### src/rtl/cpu_defs_pkg.sv
// Shared CPU definitions: condition codes, NZCV bit positions and default widths.
package cpu_defs_pkg;

  localparam int DEF_DATA_W = 32;
  localparam int DEF_RD_W   = 4;

  localparam logic [3:0] COND_EQ = 4'b0000;
  localparam logic [3:0] COND_NE = 4'b0001;
  localparam logic [3:0] COND_CS = 4'b0010;
  localparam logic [3:0] COND_CC = 4'b0011;
  localparam logic [3:0] COND_MI = 4'b0100;
  localparam logic [3:0] COND_PL = 4'b0101;
  localparam logic [3:0] COND_VS = 4'b0110;
  localparam logic [3:0] COND_VC = 4'b0111;
  localparam logic [3:0] COND_HI = 4'b1000;
  localparam logic [3:0] COND_LS = 4'b1001;
  localparam logic [3:0] COND_GE = 4'b1010;
  localparam logic [3:0] COND_LT = 4'b1011;
  localparam logic [3:0] COND_GT = 4'b1100;
  localparam logic [3:0] COND_LE = 4'b1101;
  localparam logic [3:0] COND_AL = 4'b1110;
  localparam logic [3:0] COND_NV = 4'b1111;

  localparam int N_BIT = 3;
  localparam int Z_BIT = 2;
  localparam int C_BIT = 1;
  localparam int V_BIT = 0;

endpackage

### src/rtl/alu_flag_writeback_cond_eval.sv
// Combinational condition-code evaluator; shared with branch resolution.
module cond_eval
  import cpu_defs_pkg::*;
(
  input  logic [3:0] cond,
  input  logic [3:0] nzcv,
  output logic       pass
);

  logic n, z, c, v;

  assign n = nzcv[N_BIT];
  assign z = nzcv[Z_BIT];
  assign c = nzcv[C_BIT];
  assign v = nzcv[V_BIT];

  always_comb begin
    pass = 1'b0;
    unique case (cond)
      COND_EQ: pass = z;
      COND_NE: pass = !z;
      COND_CS: pass = c;
      COND_CC: pass = !c;
      COND_MI: pass = n;
      COND_PL: pass = !n;
      COND_VS: pass = v;
      COND_VC: pass = !v;
      COND_HI: pass = c && !z;
      COND_LS: pass = !c || z;
      COND_GE: pass = (n == v);
      COND_LT: pass = (n != v);
      COND_GT: pass = !z && (n == v);
      COND_LE: pass = z || (n != v);
      COND_AL: pass = 1'b1;
      COND_NV: pass = 1'b0;
      default: pass = 1'b0;
    endcase
  end

endmodule

### src/rtl/alu_flag_writeback.sv
// Post-ALU stage: condition check, NZCV update and a one-entry valid/ready
// register feeding register-file writeback.
module alu_flag_writeback
  import cpu_defs_pkg::*;
#(
  parameter int DATA_W = DEF_DATA_W,
  parameter int RD_W   = DEF_RD_W,
  parameter int CNT_W  = 16
) (
  input  logic              clk,
  input  logic              reset,
  input  logic              in_valid,
  output logic              in_ready,
  input  logic [DATA_W-1:0] in_result,
  input  logic [3:0]        in_nzcv,
  input  logic [3:0]        in_cond,
  input  logic              in_s,
  input  logic              in_cmp,
  input  logic [RD_W-1:0]   in_rd,
  input  logic              in_wr_en,
  output logic              out_valid,
  input  logic              out_ready,
  output logic [DATA_W-1:0] out_result,
  output logic [RD_W-1:0]   out_rd,
  output logic              out_wr_en,
  input  logic              flags_wr_en,
  input  logic [3:0]        flags_wr_data,
  output logic [3:0]        flags_nzcv,
  output logic              carry_to_alu,
  output logic              cond_pass,
  output logic [CNT_W-1:0]  squash_cnt
);

  logic              out_valid_q, out_valid_d;
  logic [DATA_W-1:0] out_result_q, out_result_d;
  logic [RD_W-1:0]   out_rd_q, out_rd_d;
  logic              out_wr_en_q, out_wr_en_d;
  logic [3:0]        flags_q, flags_d;
  logic [CNT_W-1:0]  squash_cnt_q, squash_cnt_d;
  logic              accept;

  // Condition is judged against the registered flags only; no in_nzcv bypass.
  cond_eval u_cond_eval (
    .cond (in_cond),
    .nzcv (flags_q),
    .pass (cond_pass)
  );

  assign in_ready = !out_valid_q || out_ready;
  assign accept   = in_valid && in_ready;

  always_comb begin
    out_valid_d  = out_valid_q;
    out_result_d = out_result_q;
    out_rd_d     = out_rd_q;
    out_wr_en_d  = out_wr_en_q;
    flags_d      = flags_q;
    squash_cnt_d = squash_cnt_q;

    if (accept) begin
      out_valid_d  = 1'b1;
      out_result_d = in_result;
      out_rd_d     = in_rd;
      out_wr_en_d  = cond_pass && in_wr_en && !in_cmp;
      if (cond_pass && (in_s || in_cmp)) begin
        flags_d = in_nzcv;
      end
      if (!cond_pass && (squash_cnt_q != {CNT_W{1'b1}})) begin
        squash_cnt_d = squash_cnt_q + {{(CNT_W-1){1'b0}}, 1'b1};
      end
    end else if (out_valid_q && out_ready) begin
      out_valid_d = 1'b0;
    end

    // Direct flag writes override any same-cycle instruction flag update.
    if (flags_wr_en) begin
      flags_d = flags_wr_data;
    end
  end

  always_ff @(posedge clk) begin
    if (reset) begin
      out_valid_q  <= 1'b0;
      out_result_q <= '0;
      out_rd_q     <= '0;
      out_wr_en_q  <= 1'b0;
      flags_q      <= 4'b0000;
      squash_cnt_q <= '0;
    end else begin
      out_valid_q  <= out_valid_d;
      out_result_q <= out_result_d;
      out_rd_q     <= out_rd_d;
      out_wr_en_q  <= out_wr_en_d;
      flags_q      <= flags_d;
      squash_cnt_q <= squash_cnt_d;
    end
  end

  assign out_valid    = out_valid_q;
  assign out_result   = out_result_q;
  assign out_rd       = out_rd_q;
  assign out_wr_en    = out_wr_en_q;
  assign flags_nzcv   = flags_q;
  assign carry_to_alu = flags_q[C_BIT];
  assign squash_cnt   = squash_cnt_q;

endmodule

### config.mk
export PLATFORM = sky130hd
export DESIGN_NAME = alu_flag_writeback
export DESIGN_NICKNAME = d
export VERILOG_FILES = /design/src/rtl/cpu_defs_pkg.sv /design/src/rtl/alu_flag_writeback_cond_eval.sv /design/src/rtl/alu_flag_writeback.sv
export SDC_FILE = /design/constraint.sdc
export NUM_CORES = 1
export LEC_CHECK = 0
export CORE_UTILIZATION = 41
export DETAILED_ROUTE_END_ITERATION = 10
export MAX_ROUTING_LAYER = met4
export PLACE_DENSITY = 0.81
export SYNTH_ARGS = -nofsm -noshare
export SYNTH_HDL_FRONTEND = slang
export SYNTH_SLANG_ARGS = --single-unit
### constraint.sdc
create_clock -name clk -period 2.9 [get_ports clk]
set_clock_uncertainty 0.05 [all_clocks]
set_input_delay 0.58 -clock clk [delete_from_list [all_inputs] [get_ports clk]]
set_output_delay 0.58 -clock clk [all_outputs]
set_load 0.02 [all_outputs]
# Word-level counts from Yosys, hierarchy flattened
# Cells that the tools add are included.
# word_totals
ff_bits,58
word_cells,56
output_inout_bits,61
memories,0
input_bits,56
rom_bits,0
latch_bits,0
ramBits,0
# classes
n_bitwise,0
mul,0
n_shift,0
reduce_logical,25
order_cmp,0
addsub,1
muxes,6
n_eq_ne,18
div_mod_pow,0
# ops
cell,n
$eq A4 B4 Y1 const B,8
$add A16 B1 Y16 const B,1
$eq A4 B3 Y1 const B,4
$ne A16 B16 Y1 const B,1
$pmux W1 S16,1
$mux W4,3
$eq A4 B2 Y1 const B,2
$logic_and A1 B1 Y1,8
$logic_not A1 Y1,7
$reduce_bool A2 Y1,3
$eq A4 B1 Y1 const B,1
$logic_not A4 Y1,1
$logic_or A1 B1 Y1,4
$reduce_and A2 Y1,2
$mux W1,2
$eq A1 B1 Y1,1
$ne A1 B1 Y1,1

# Logic depth before layout (Yosys ltp)
# logic_depth
word_depth,7
depth_mapped,10
depth_no_buf,8

# Cells and area by module
# From an unflattened synthesis, not the netlist that was laid out.
# unflattened
cells_unflattened,306
hier_area_um2,2497.4
# modules_own_cells
module,seq_area_each_um2,n_inst,cells_each,area_each_um2
alu_flag_writeback,1161.1,1,283,2342.2
cond_eval,0.0,1,23,155.1

# Worst setup path after synthesis
# Ideal clock, no wire load.
# synth_path
kind,input to output
startpoint,input in_cond[2]
endpoint,output cond_pass
t_required_ns,2.270
path_buffers,2
arrival_ns,1.961
path_slack_ns,0.309
path_stages,7
cell_sequence,buf_2 > nor4bb_1 > a311o_2 > o2bb2ai_1 > a221oi_2 > clkbuf_1 > inv_1
# synth_via
elab_chain_cells,2
elab_cells_between_ends,17
classes_between,eq/ne (15); mux (1); reduce/logical (1)
# synth_lines
element,line_no,rtl
start: declaration,alu_flag_writeback.sv:16,"input logic [3:0] in_cond,"
$eq A4 B4 Y1 (tied with other cells),alu_flag_writeback_cond_eval.sv:19,unique case (cond)
$pmux W1 S16 (*),alu_flag_writeback_cond_eval.sv:19,
end: declaration,alu_flag_writeback.sv:30,"output logic cond_pass,"
# Mark *: on every way between the ends. The rest lies on a longest branch, timed or not.

# Final worst setup path
# layout_path
startpoint,input in_cond[0]
endpoint,output cond_pass
# The elaborated chain is that of the path after synthesis.

==> impl_metrics.env <==
export IMPL_status="finished clean"
export IMPL_synth_main_ff_cell="dfxtp_1"
export IMPL_fin_util_pct=69.3
export IMPL_finalWorstSetupSlack_ns=0.0663
export IMPL_dieWidth_um=79.2
export IMPL_ys_async_sr_fraction_pct=0
export IMPL_maxCapViolCount=0
export IMPL_grt_overflow_total=0
export IMPL_r2r_start="flags_nzcv[1]"
export IMPL_dieArea_mm2=0.00627
export IMPL_crit_path_max_incr_delay_ns=0.54
export IMPL_hold_violations=0
export IMPL_grt_first_pass_wirelength_mm=10.6
export IMPL_switching_share_pct=27.1
export IMPL_yosys_cell_types_count=35
export IMPL_rsz0062_at_grt="no"
export IMPL_vias=2534
export IMPL_start_kind="input port"
export IMPL_antenna_cells=0
export IMPL_gp_congestion=0.797
export IMPL_synth_edf_count=0
export IMPL_tightest_slew_ns=0.828
export IMPL_timing_rr_end="flags_nzcv[1]"
export IMPL_max_freq_ghz=0.353
export IMPL_switching_power_uw=512
export IMPL_crit_path_top_delay_cell="clkdlybuf4s50_1"
export IMPL_path_depth=7
export IMPL_core_area_mm2=0.00561
export IMPL_rrSetupSlack_ns=0.56
export IMPL_finalWirelength_mm=6.80
export IMPL_antenna_left=0
export IMPL_dp_hpwl_mm=4.67
export IMPL_cp_top_family="buffers and inverters"
export IMPL_seq_power_share_pct=45.5
export IMPL_path_buf_inv=3
export IMPL_cp_required_ns=2.27
export IMPL_multi_input_area_mm2=0.00120
export IMPL_cts_sinks=58
export IMPL_synth_common_cells="nand2_1, dfxtp_1, a21oi_1"
export IMPL_power_density_mw_per_mm2=487
export IMPL_relSlewSlack_pct=44.8
export IMPL_grt_usage_pct=22.3
export IMPL_worstSkewPairLatency_ns=0.34
export IMPL_min_path_cells=2
export IMPL_peakVddDrop_mv=0.275
export IMPL_dieHeight_um=79.2
export IMPL_clockPowerShare_pct=34.7
export IMPL_slew_violations=0
export IMPL_synth_top_cell_area_share_pct=47.6
export IMPL_avgViaCountPerCell=5.15
export IMPL_cts_tree="built"
export IMPL_cts_buffer_depth=2
export IMPL_setup_viol=0
export IMPL_yosysMostFrequentCell="nand2_1"
export IMPL_grt_antenna_before_repair=0
export IMPL_clockRootBuffer="clkbuf_8"
export IMPL_intPower_mw=1.38
export IMPL_drt_iter0_markers=133
export IMPL_regArea_mm2=0.00116
export IMPL_cp_end_kind="primary output"
export IMPL_path_clk_slew_ns=0.06
export IMPL_synth_net_count=356
export IMPL_period_share_pct=97.7
export IMPL_rr_worst_depth=8
export IMPL_final_layout_size_suffix_gt1_share_pct=9.76
export IMPL_crit_start="in_cond[0]"
export IMPL_p_comb_share_pct=19.8
export IMPL_dr_pass1_iters=4
export IMPL_place_ws_ns=-0.433
export IMPL_layout_min_cycle_time_ns=2.83
export IMPL_crit_path_max_fanout=4
export IMPL_ys_seq_area_share_pct=47.6
export IMPL_syn_area_per_cell_um2=8.16
export IMPL_nNetsFinal=473
export IMPL_grt_max_degree=47
export IMPL_hold_path_class="flip-flop to flip-flop"
export IMPL_synthTopCellsByArea="dfxtp_1, nand2_1, a21oi_1"
export IMPL_netlist_instances=299
export IMPL_arrival_ns=2.20
export IMPL_crit_chain="clkdlybuf4s50_1 > nor4bb_2 > a311o_2 > nor2_2 > a221oi_2 > inv_1 > buf_4"
export IMPL_avgRoutedWirePerCell_um=13.8
export IMPL_ios=117
export IMPL_start_util_pct=43.5
export IMPL_grt_pass1_vias=2313
export IMPL_numCtsBuffers=9
export IMPL_synth_area_mm2=0.00244
export IMPL_syn2layout_area_growth_pct=59.2
export IMPL_route_detailed_drc=0
export IMPL_num_rows=27
export IMPL_cts_hold_buf=0
export IMPL_yosysTopAreaCell="dfxtp_1"
export IMPL_critPathKind="input port to primary output"
export IMPL_nFillCells=475
export IMPL_port_buffer_count=116
export IMPL_p_leak_nw=1.49
export IMPL_ys_seq_elements=58
export IMPL_htree_levels=3
export IMPL_worstSetupEndpoint="cond_pass"
export IMPL_yosysWarnings=0
[cells by family after synthesis]
logic type                 synth area share, %
AOI/OAI and AO/OA                         14.0
xor gates and xnor gates                  4.66
adders and majority gates                0.512
buffers and inverters                     4.20
DFF                                       47.6
muxes                                     2.92
and+or+nand+nor                           26.1
[flip-flops by register name (all words and copies together) (netlist names)]
name        cells
squash_cnt     16
flags_nzcv      4
out_result     32
out_rd          4
out_wr_en       1
out_valid       1
[per-layer routing]
metal  vias up  share of wire [%]  track usage, %
met1      1185                 43            25.3
met2        85                 50            37.0
li1       1250                  -               -
met5         -                  0               -
met4         0                1.9            11.1
met3        14                4.9            4.94
[worst min-delay path by stage]
stage | start | slack [ns] | to
finish | out_rd[0] | 0.40 | out_rd[0]
global route | out_result[16] | 0.42 | out_result[16]
CTS | out_result[16] | 0.40 | out_result[16]
detailed placement | out_rd[0] | 0.40 | out_rd[0]
global placement | out_result[14] | 0.39 | out_result[14]
floorplan | out_rd[0] | 0.48 | out_rd[0]
[what timing repair did]
action / in CTS / in global routing
setup buffers: 0 / 3
gates resized for setup: 4 / 9
cloned: 0 / 0
endpoints found under the setup margin: 1 / 9
hold endpoints to repair: 0 / 0
pin swaps: 0 / 4
[per-stage QoR]
step	power [mW]	TNS (ns)	hold WS [ns]	cells	instance area, µm²
3_3_place_gp	1.23	-2.16	0.391	474	3660
4_1_cts	1.89	0	0.404	489	3830
3_5_place_dp	1.24	-2.60	0.396	474	3660
2_1_floorplan	1.05	0	0.485	299	2440
5_1_grt	1.98	0	0.422	492	3890
6_report	1.89	0	0.402	492	3890
[worst reg2reg max path, stage by stage, from the launching register on]
cell and delay, ns:
dfxtp_1 0.37, xor2_1 0.20, nor3b_2 0.24, nor2_2 0.07, a221oi_2 0.32, buf_4 0.21, nor2_1 0.10, or4b_2 0.62
o31ai_1 0.08
[cell usage in the layout, fill, tap and decap left out, drive strengths merged, types with 5 or more instances in the layout]
master and instances:
clkdlybuf4s50 112, nand2 79, dfxtp 58, a21oi 42, nor2 17, buf 14, clkbuf 12, xor2 10
o31ai 8, nand4 7, mux2i 6, and3 6, or4 5
[power by group through the flow]
stage / registers [mW] / logic (mW) / clock network (mW)
global route: 0.864 / 0.402 / 0.715
floorplan: 0.921 / 0.125 / 0
global placement: 0.875 / 0.356 / 0
detailed placement: 0.877 / 0.361 / 0
CTS: 0.860 / 0.360 / 0.669
finish: 0.860 / 0.375 / 0.656
[cell type report]
class | count | share of cell area, %
Clock buffer | 12 | 3.99
Clock inverter | 3 | 0.386
Inverter | 3 | 0.290
Multi-Input combinational cell | 216 | 30.9
Sequential cell | 58 | 29.9
Tap cell | 72 | 2.32
Timing Repair Buffer | 128 | 32.2
Note: power is estimated with default switching activity, not from simulation.
